<file path="src/rtl/vga_text_pkg.sv">
// Shared types and default sizes for the VGA text pipeline.
// Used by the glyph serializer and the attribute-fetch stage.
package vga_text_pkg;

  localparam int GLYPH_W_DEF = 8;
  localparam int COLOR_W_DEF = 3;

  typedef enum logic {
    ST_BLANK,
    ST_ACTIVE
  } vga_state_e;

  typedef struct packed {
    logic [COLOR_W_DEF-1:0] fg;
    logic [COLOR_W_DEF-1:0] bg;
    logic                   inv;
  } glyph_attr_t;

endpackage

</file>
<file path="src/rtl/glyph_hold_reg.sv">
// Single-entry valid/ready holding register.
// A consume from downstream takes priority over a new load in the same cycle.
module glyph_hold_reg #(
  parameter int DATA_W = 8
) (
  input  logic              clk,
  input  logic              rst_n,
  input  logic              in_valid,
  input  logic [DATA_W-1:0] in_data,
  output logic              in_ready,
  input  logic              consume,
  output logic              hold_valid,
  output logic [DATA_W-1:0] hold_data
);

  logic              hv_q, hv_d;
  logic [DATA_W-1:0] data_q, data_d;

  assign in_ready   = !hv_q;
  assign hold_valid = hv_q;
  assign hold_data  = data_q;

  always_comb begin
    hv_d   = hv_q;
    data_d = data_q;
    if (consume) begin
      hv_d = 1'b0;
    end else if (in_valid && !hv_q) begin
      hv_d   = 1'b1;
      data_d = in_data;
    end
  end

  always_ff @(posedge clk or negedge rst_n) begin
    if (!rst_n) begin
      hv_q   <= 1'b0;
      data_q <= '0;
    end else begin
      hv_q   <= hv_d;
      data_q <= data_d;
    end
  end

endmodule

</file>
<file path="src/rtl/glyph_row_serializer.sv">
// Double-buffered glyph row to colour pixel serializer with horizontal replication.
// Define GLYPH_GAP_EN for 9-column text cells (extra gap column after each glyph).
module glyph_row_serializer
  import vga_text_pkg::*;
#(
  parameter int GLYPH_W = GLYPH_W_DEF,
  parameter int COLOR_W = COLOR_W_DEF,
  parameter int SCALE_W = 2
) (
  input  logic               vga_clk,
  input  logic               reset_n,
  input  logic               display_area_enable,
  input  logic [GLYPH_W-1:0] glyph_row,
  input  logic [COLOR_W-1:0] glyph_fg,
  input  logic [COLOR_W-1:0] glyph_bg,
  input  logic               glyph_inv,
  input  logic               glyph_valid,
  output logic               glyph_ready,
  input  logic [SCALE_W-1:0] scale,
  output logic [COLOR_W-1:0] pixel_color,
  output logic               pixel_on,
  output logic               underflow
);

  localparam int CNT_W   = $clog2(GLYPH_W + 1);
  localparam int ENTRY_W = GLYPH_W + 2 * COLOR_W + 1;
`ifdef GLYPH_GAP_EN
  localparam logic [CNT_W-1:0] BIT_LAST = CNT_W'(GLYPH_W);
`else
  localparam logic [CNT_W-1:0] BIT_LAST = CNT_W'(GLYPH_W - 1);
`endif
  localparam logic [GLYPH_W-1:0] MSB_MASK = {1'b1, {(GLYPH_W-1){1'b0}}};

  logic               hold_valid;
  logic [ENTRY_W-1:0] hold_data;
  logic               consume;

  glyph_hold_reg #(.DATA_W(ENTRY_W)) u_hold (
    .clk        (vga_clk),
    .rst_n      (reset_n),
    .in_valid   (glyph_valid),
    .in_data    ({glyph_row, glyph_fg, glyph_bg, glyph_inv}),
    .in_ready   (glyph_ready),
    .consume    (consume),
    .hold_valid (hold_valid),
    .hold_data  (hold_data)
  );

  vga_state_e         state_q, state_d;
  logic [GLYPH_W-1:0] shift_row_q, shift_row_d;
  logic [COLOR_W-1:0] shift_fg_q, shift_fg_d, shift_bg_q, shift_bg_d;
  logic               shift_inv_q, shift_inv_d, shift_valid_q, shift_valid_d;
  logic [CNT_W-1:0]   bit_cnt_q, bit_cnt_d;
  logic [SCALE_W-1:0] rep_cnt_q, rep_cnt_d, scale_q, scale_d;
  logic [COLOR_W-1:0] pixel_color_q, pixel_color_d;
  logic               pixel_on_q, pixel_on_d, underflow_q, underflow_d;

  logic [GLYPH_W-1:0] cur_row;
  logic [COLOR_W-1:0] cur_fg, cur_bg;
  logic               cur_inv, cur_valid, at_boundary, pix_bit;

  assign at_boundary = (state_q == ST_BLANK) || (bit_cnt_q == '0 && rep_cnt_q == '0);

  always_comb begin
    state_d       = state_q;
    shift_row_d   = shift_row_q;
    shift_fg_d    = shift_fg_q;
    shift_bg_d    = shift_bg_q;
    shift_inv_d   = shift_inv_q;
    shift_valid_d = shift_valid_q;
    bit_cnt_d     = bit_cnt_q;
    rep_cnt_d     = rep_cnt_q;
    scale_d       = scale_q;
    pixel_color_d = pixel_color_q;
    pixel_on_d    = pixel_on_q;
    underflow_d   = underflow_q;
    consume       = 1'b0;
    cur_row       = shift_row_q;
    cur_fg        = shift_fg_q;
    cur_bg        = shift_bg_q;
    cur_inv       = shift_inv_q;
    cur_valid     = shift_valid_q;
    pix_bit       = 1'b0;

    if (!display_area_enable) begin
      // Blanking drops the partial glyph but keeps the prefetched one.
      state_d       = ST_BLANK;
      bit_cnt_d     = '0;
      rep_cnt_d     = '0;
      scale_d       = scale;
      shift_valid_d = 1'b0;
      pixel_color_d = '0;
      pixel_on_d    = 1'b0;
    end else begin
      state_d = ST_ACTIVE;
      if (at_boundary) begin
        consume = hold_valid;
        {cur_row, cur_fg, cur_bg, cur_inv} = hold_data;
        cur_valid     = hold_valid;
        shift_row_d   = cur_row;
        shift_fg_d    = cur_fg;
        shift_bg_d    = cur_bg;
        shift_inv_d   = cur_inv;
        shift_valid_d = hold_valid;
        if (!hold_valid) underflow_d = 1'b1;
      end

      pix_bit = (|(cur_row & (MSB_MASK >> bit_cnt_q))) ^ cur_inv;
      if (!cur_valid) begin
        pixel_color_d = '0;
        pixel_on_d    = 1'b0;
`ifdef GLYPH_GAP_EN
      end else if (bit_cnt_q == BIT_LAST) begin
        pixel_color_d = cur_inv ? cur_fg : cur_bg;
        pixel_on_d    = 1'b0;
`endif
      end else begin
        pixel_color_d = pix_bit ? cur_fg : cur_bg;
        pixel_on_d    = pix_bit;
      end

      // Counters advance even in an empty slot so columns stay aligned.
      if (rep_cnt_q == scale_q) begin
        rep_cnt_d = '0;
        bit_cnt_d = (bit_cnt_q == BIT_LAST) ? '0 : bit_cnt_q + 1'b1;
      end else begin
        rep_cnt_d = rep_cnt_q + 1'b1;
      end
    end
  end

  always_ff @(posedge vga_clk or negedge reset_n) begin
    if (!reset_n) begin
      state_q       <= ST_BLANK;
      shift_row_q   <= '0;
      shift_fg_q    <= '0;
      shift_bg_q    <= '0;
      shift_inv_q   <= 1'b0;
      shift_valid_q <= 1'b0;
      bit_cnt_q     <= '0;
      rep_cnt_q     <= '0;
      scale_q       <= '0;
      pixel_color_q <= '0;
      pixel_on_q    <= 1'b0;
      underflow_q   <= 1'b0;
    end else begin
      state_q       <= state_d;
      shift_row_q   <= shift_row_d;
      shift_fg_q    <= shift_fg_d;
      shift_bg_q    <= shift_bg_d;
      shift_inv_q   <= shift_inv_d;
      shift_valid_q <= shift_valid_d;
      bit_cnt_q     <= bit_cnt_d;
      rep_cnt_q     <= rep_cnt_d;
      scale_q       <= scale_d;
      pixel_color_q <= pixel_color_d;
      pixel_on_q    <= pixel_on_d;
      underflow_q   <= underflow_d;
    end
  end

  assign pixel_color = pixel_color_q;
  assign pixel_on    = pixel_on_q;
  assign underflow   = underflow_q;

endmodule

</file>
<file path="config.mk">
export PLATFORM = sky130hd
export DESIGN_NAME = glyph_row_serializer
export DESIGN_NICKNAME = d
export VERILOG_FILES = /design/src/rtl/vga_text_pkg.sv /design/src/rtl/glyph_hold_reg.sv /design/src/rtl/glyph_row_serializer.sv
export SDC_FILE = /design/constraint.sdc
export NUM_CORES = 1
export LEC_CHECK = 0
export ABC_AREA = 1
export CAP_MARGIN = 20
export CORE_AREA = 2 2 66 68
export DETAILED_ROUTE_END_ITERATION = 8
export DIE_AREA = 0 0 68 70
export PLACE_DENSITY = 0.78
export SLEW_MARGIN = 20
export SYNTH_ARGS = -nofsm -noshare
export SYNTH_HDL_FRONTEND = slang
export SYNTH_SLANG_ARGS = --single-unit
</file>
<file path="constraint.sdc">
create_clock -name vga_clk -period 3.71 [get_ports vga_clk]
set_input_delay 0.5565 -clock vga_clk [delete_from_list [all_inputs] [get_ports vga_clk]]
set_output_delay 0.5565 -clock vga_clk [all_outputs]
set_load 0.005 [all_outputs]
</file>
==> out/qor.csv <==
metric,value,unit
die_w,68,um
cts.path.max_buffers,2,
yosysTopAreaCell,dfrtp_1,
fin_crit_sh,57.54,%
antenna_found_initial,0,
grt_pass1_wl,7431,um
cp_data_arrival_time,2.35,ns
start_util,55.28,%
synthTopCellsByCount,"46 x dfrtp_1, 45 x nand2_1, 29 x inv_1, 23 x nand3_1, 23 x nor2_1",
yosysSeqAreaShare,50.25,%
portBuffers,26,
ys_ff_latch,46,
gr-total-overflow,0,
cp_data_required_time,3.92,ns
total_power,1.877,mW
fin_setup_tns,0,ns
async_flop_share,100.0,%
whs,0.2431,ns
finalNetCount,306,
drc_errors,0,
dp_hpwl,3009,um
postCtsSetupBuffers,0,
path_max_fanout,23,
synth_top_area_share,50.25,%
slowest_stage,dfrtp_1,
crit_chain,"inv_1, ha_1, nand3_4, nand2_4, nand2_1, nand3_1, nand2_1, nor2_4, nand2_1, nand2_2, nand2_2, nor3_2",
first_pass_iters,4,
gp_congestion,0.8202,
dieArea,4760,um2
antenna_left,0,
ctsResizeCount,0,
area_growth,16.28,%
grt_pass1_vias,1671,
drt_iter0_drc,89,
io_pins,27,
relSlewSlack,49.15,%
ir_drop,0.0003847,V
worst-slew-pin-transition,0.7609,ns
synth.area.top_cells,"dfrtp_1 50%, nand2_1 7.4%, nand3_1 5.0%",
drt-total-wl,4073,um
yosysMostFrequentCell,dfrtp_1,
maxCapViolCount,0,
vias,1706,
setup_viol,0,
hold_viol_final,0,
routed_via_density,5.154,
grt_max_degree,47,
cp-end-kind,flip-flop,
synthesis.nets,281,
die_y,70,um
drive_gt1_share,12.90,%
crit_top_cell,nand2_1,
synth-warning-count,0,
rows,24,
postCtsHoldBufs,0,
track_usage,20.80,%
hold_class,in -> async,
critical_path_class,reg -> reg,
p_leak,1.278,nW
antenna_cells,0,
synthCells,253,
cts_buffers,5,
clock_sink_count,46,
min_period,2.135,ns
status,"complete, no violations",
cts_tree,yes,
cts_root_buffer,clkbuf_8,
max_freq,468.4,MHz
insertion_delay,0.30,ns
netlist_area,2291,um2
rsz0062_at_grt,no,
finClkSkew,0.005225,ns
critPathMaxStageDelay,0.41,ns
synth_edf_count,0,
design.core.area,4144,um2
clk_pin_slew,0.09,ns
dominantRegCellSynth,dfrtp_1,
startpoint_type,flip-flop,
cts_htree_levels,2,
synth_cell_types,32,
maxSlewViolCount,0,
power.density,704.5,nW/um2
wl_per_cell,12.31,um
nFillCells,338,
avgSynthCellArea,9.055,um2
==> final timing paths <==
path                         startpoint            end  slack (ns)  depth (start not counted)
min in group vga_clk       rep_cnt_q[0]   rep_cnt_q[0]        0.48                          1
min reg2reg                rep_cnt_q[0]   rep_cnt_q[0]        0.48                          1
max reg2reg                bit_cnt_q[0]       pixel_on        1.58                         12
max                        bit_cnt_q[0]       pixel_on        1.58                         12
max in group asynchronous       reset_n     scale_q[0]        3.08                          1
min                             reset_n  shift_bg_q[0]        0.24                          1
==> critical path, delay by kind of cell (launching register included) <==
kind	cells	cell delay, ns
flops	1	0.41
fa+ha+maj	1	0.23
buf+inv	1	0.13
simple gates	10	1.26
==> cell families after synthesis <==
family | Yosys count | synth area share, %
multiplexers | 10 | 4.752
AND/OR/NAND/NOR | 118 | 25.78
AO/OA/AOI/OAI | 31 | 7.428
adder cells (fa/ha/maj) | 7 | 3.823
buffers and inverters | 39 | 7.209
flip-flops | 46 | 50.25
XOR/XNOR | 2 | 0.7647
==> report_power, final <==
part	total (mW)	leakage, nW	switching (mW)	internal [mW]
registers	0.776	0.552	0.0843	0.692
clock network	0.320	0.0489	0.166	0.154
logic	0.781	0.677	0.465	0.316
==> sequential cells by signal, indices dropped and copies added, names as in the netlist <==
name	cells
scale_q	2
bit_cnt_q	4
underflow	1
shift_row_q	8
shift_inv_q	1
shift_bg_q	3
rep_cnt_q	2
shift_fg_q	3
shift_valid_q	1
u_hold.hold_valid	1
pixel_on	1
u_hold.hold_data	15
pixel_color	3
state_q	1
==> final cells by class <==
cell class,count,area (um2),share of cell area [%]
timing repair buffer,27,265.3,9.958
multi-input combinational,168,974.7,36.59
clock buffer,7,86.33,3.241
sequential,46,1151,43.21
clock inverter,1,8.758,0.3288
inverter,30,112.6,4.227
tap,52,65.06,2.442
==> routing by layer <==
metal / up-vias / wire length (um) / GRT usage (%)
met1: 806 / 2016 / 29.67
met2: 28 / 1839 / 30.42
met5: - / 0 / 0
li1: 867 / - / -
met3: 5 / 156 / 6.119
met4: 0 / 61 / 6.667
==> stage by stage <==
stage | utilization (%) | cells | setup slack, ns | cell area (um2)
6_report | 64.28 | 331 | 1.575 | 2664
5_1_grt | 64.28 | 331 | 1.320 | 2664
4_1_cts | 64.22 | 331 | 1.555 | 2661
3_5_place_dp | 61.93 | 323 | 1.566 | 2566
3_3_place_gp | 61.93 | 323 | 1.588 | 2566
2_1_floorplan | - | 253 | 1.927 | 2291
==> placed cells by master (no fill, tap or decap), types with 8 or more instances in the layout <==
cell / count
o21ai_1: 8
nand2_1: 45
inv_1: 29
a21oi_1: 9
o21ai_0: 9
nor2_1: 23
nand3_1: 23
clkdlybuf4s50_1: 25
dfrtp_1: 46
nand2_2: 8
No activity file was read; power rests on OpenSTA's default activity.
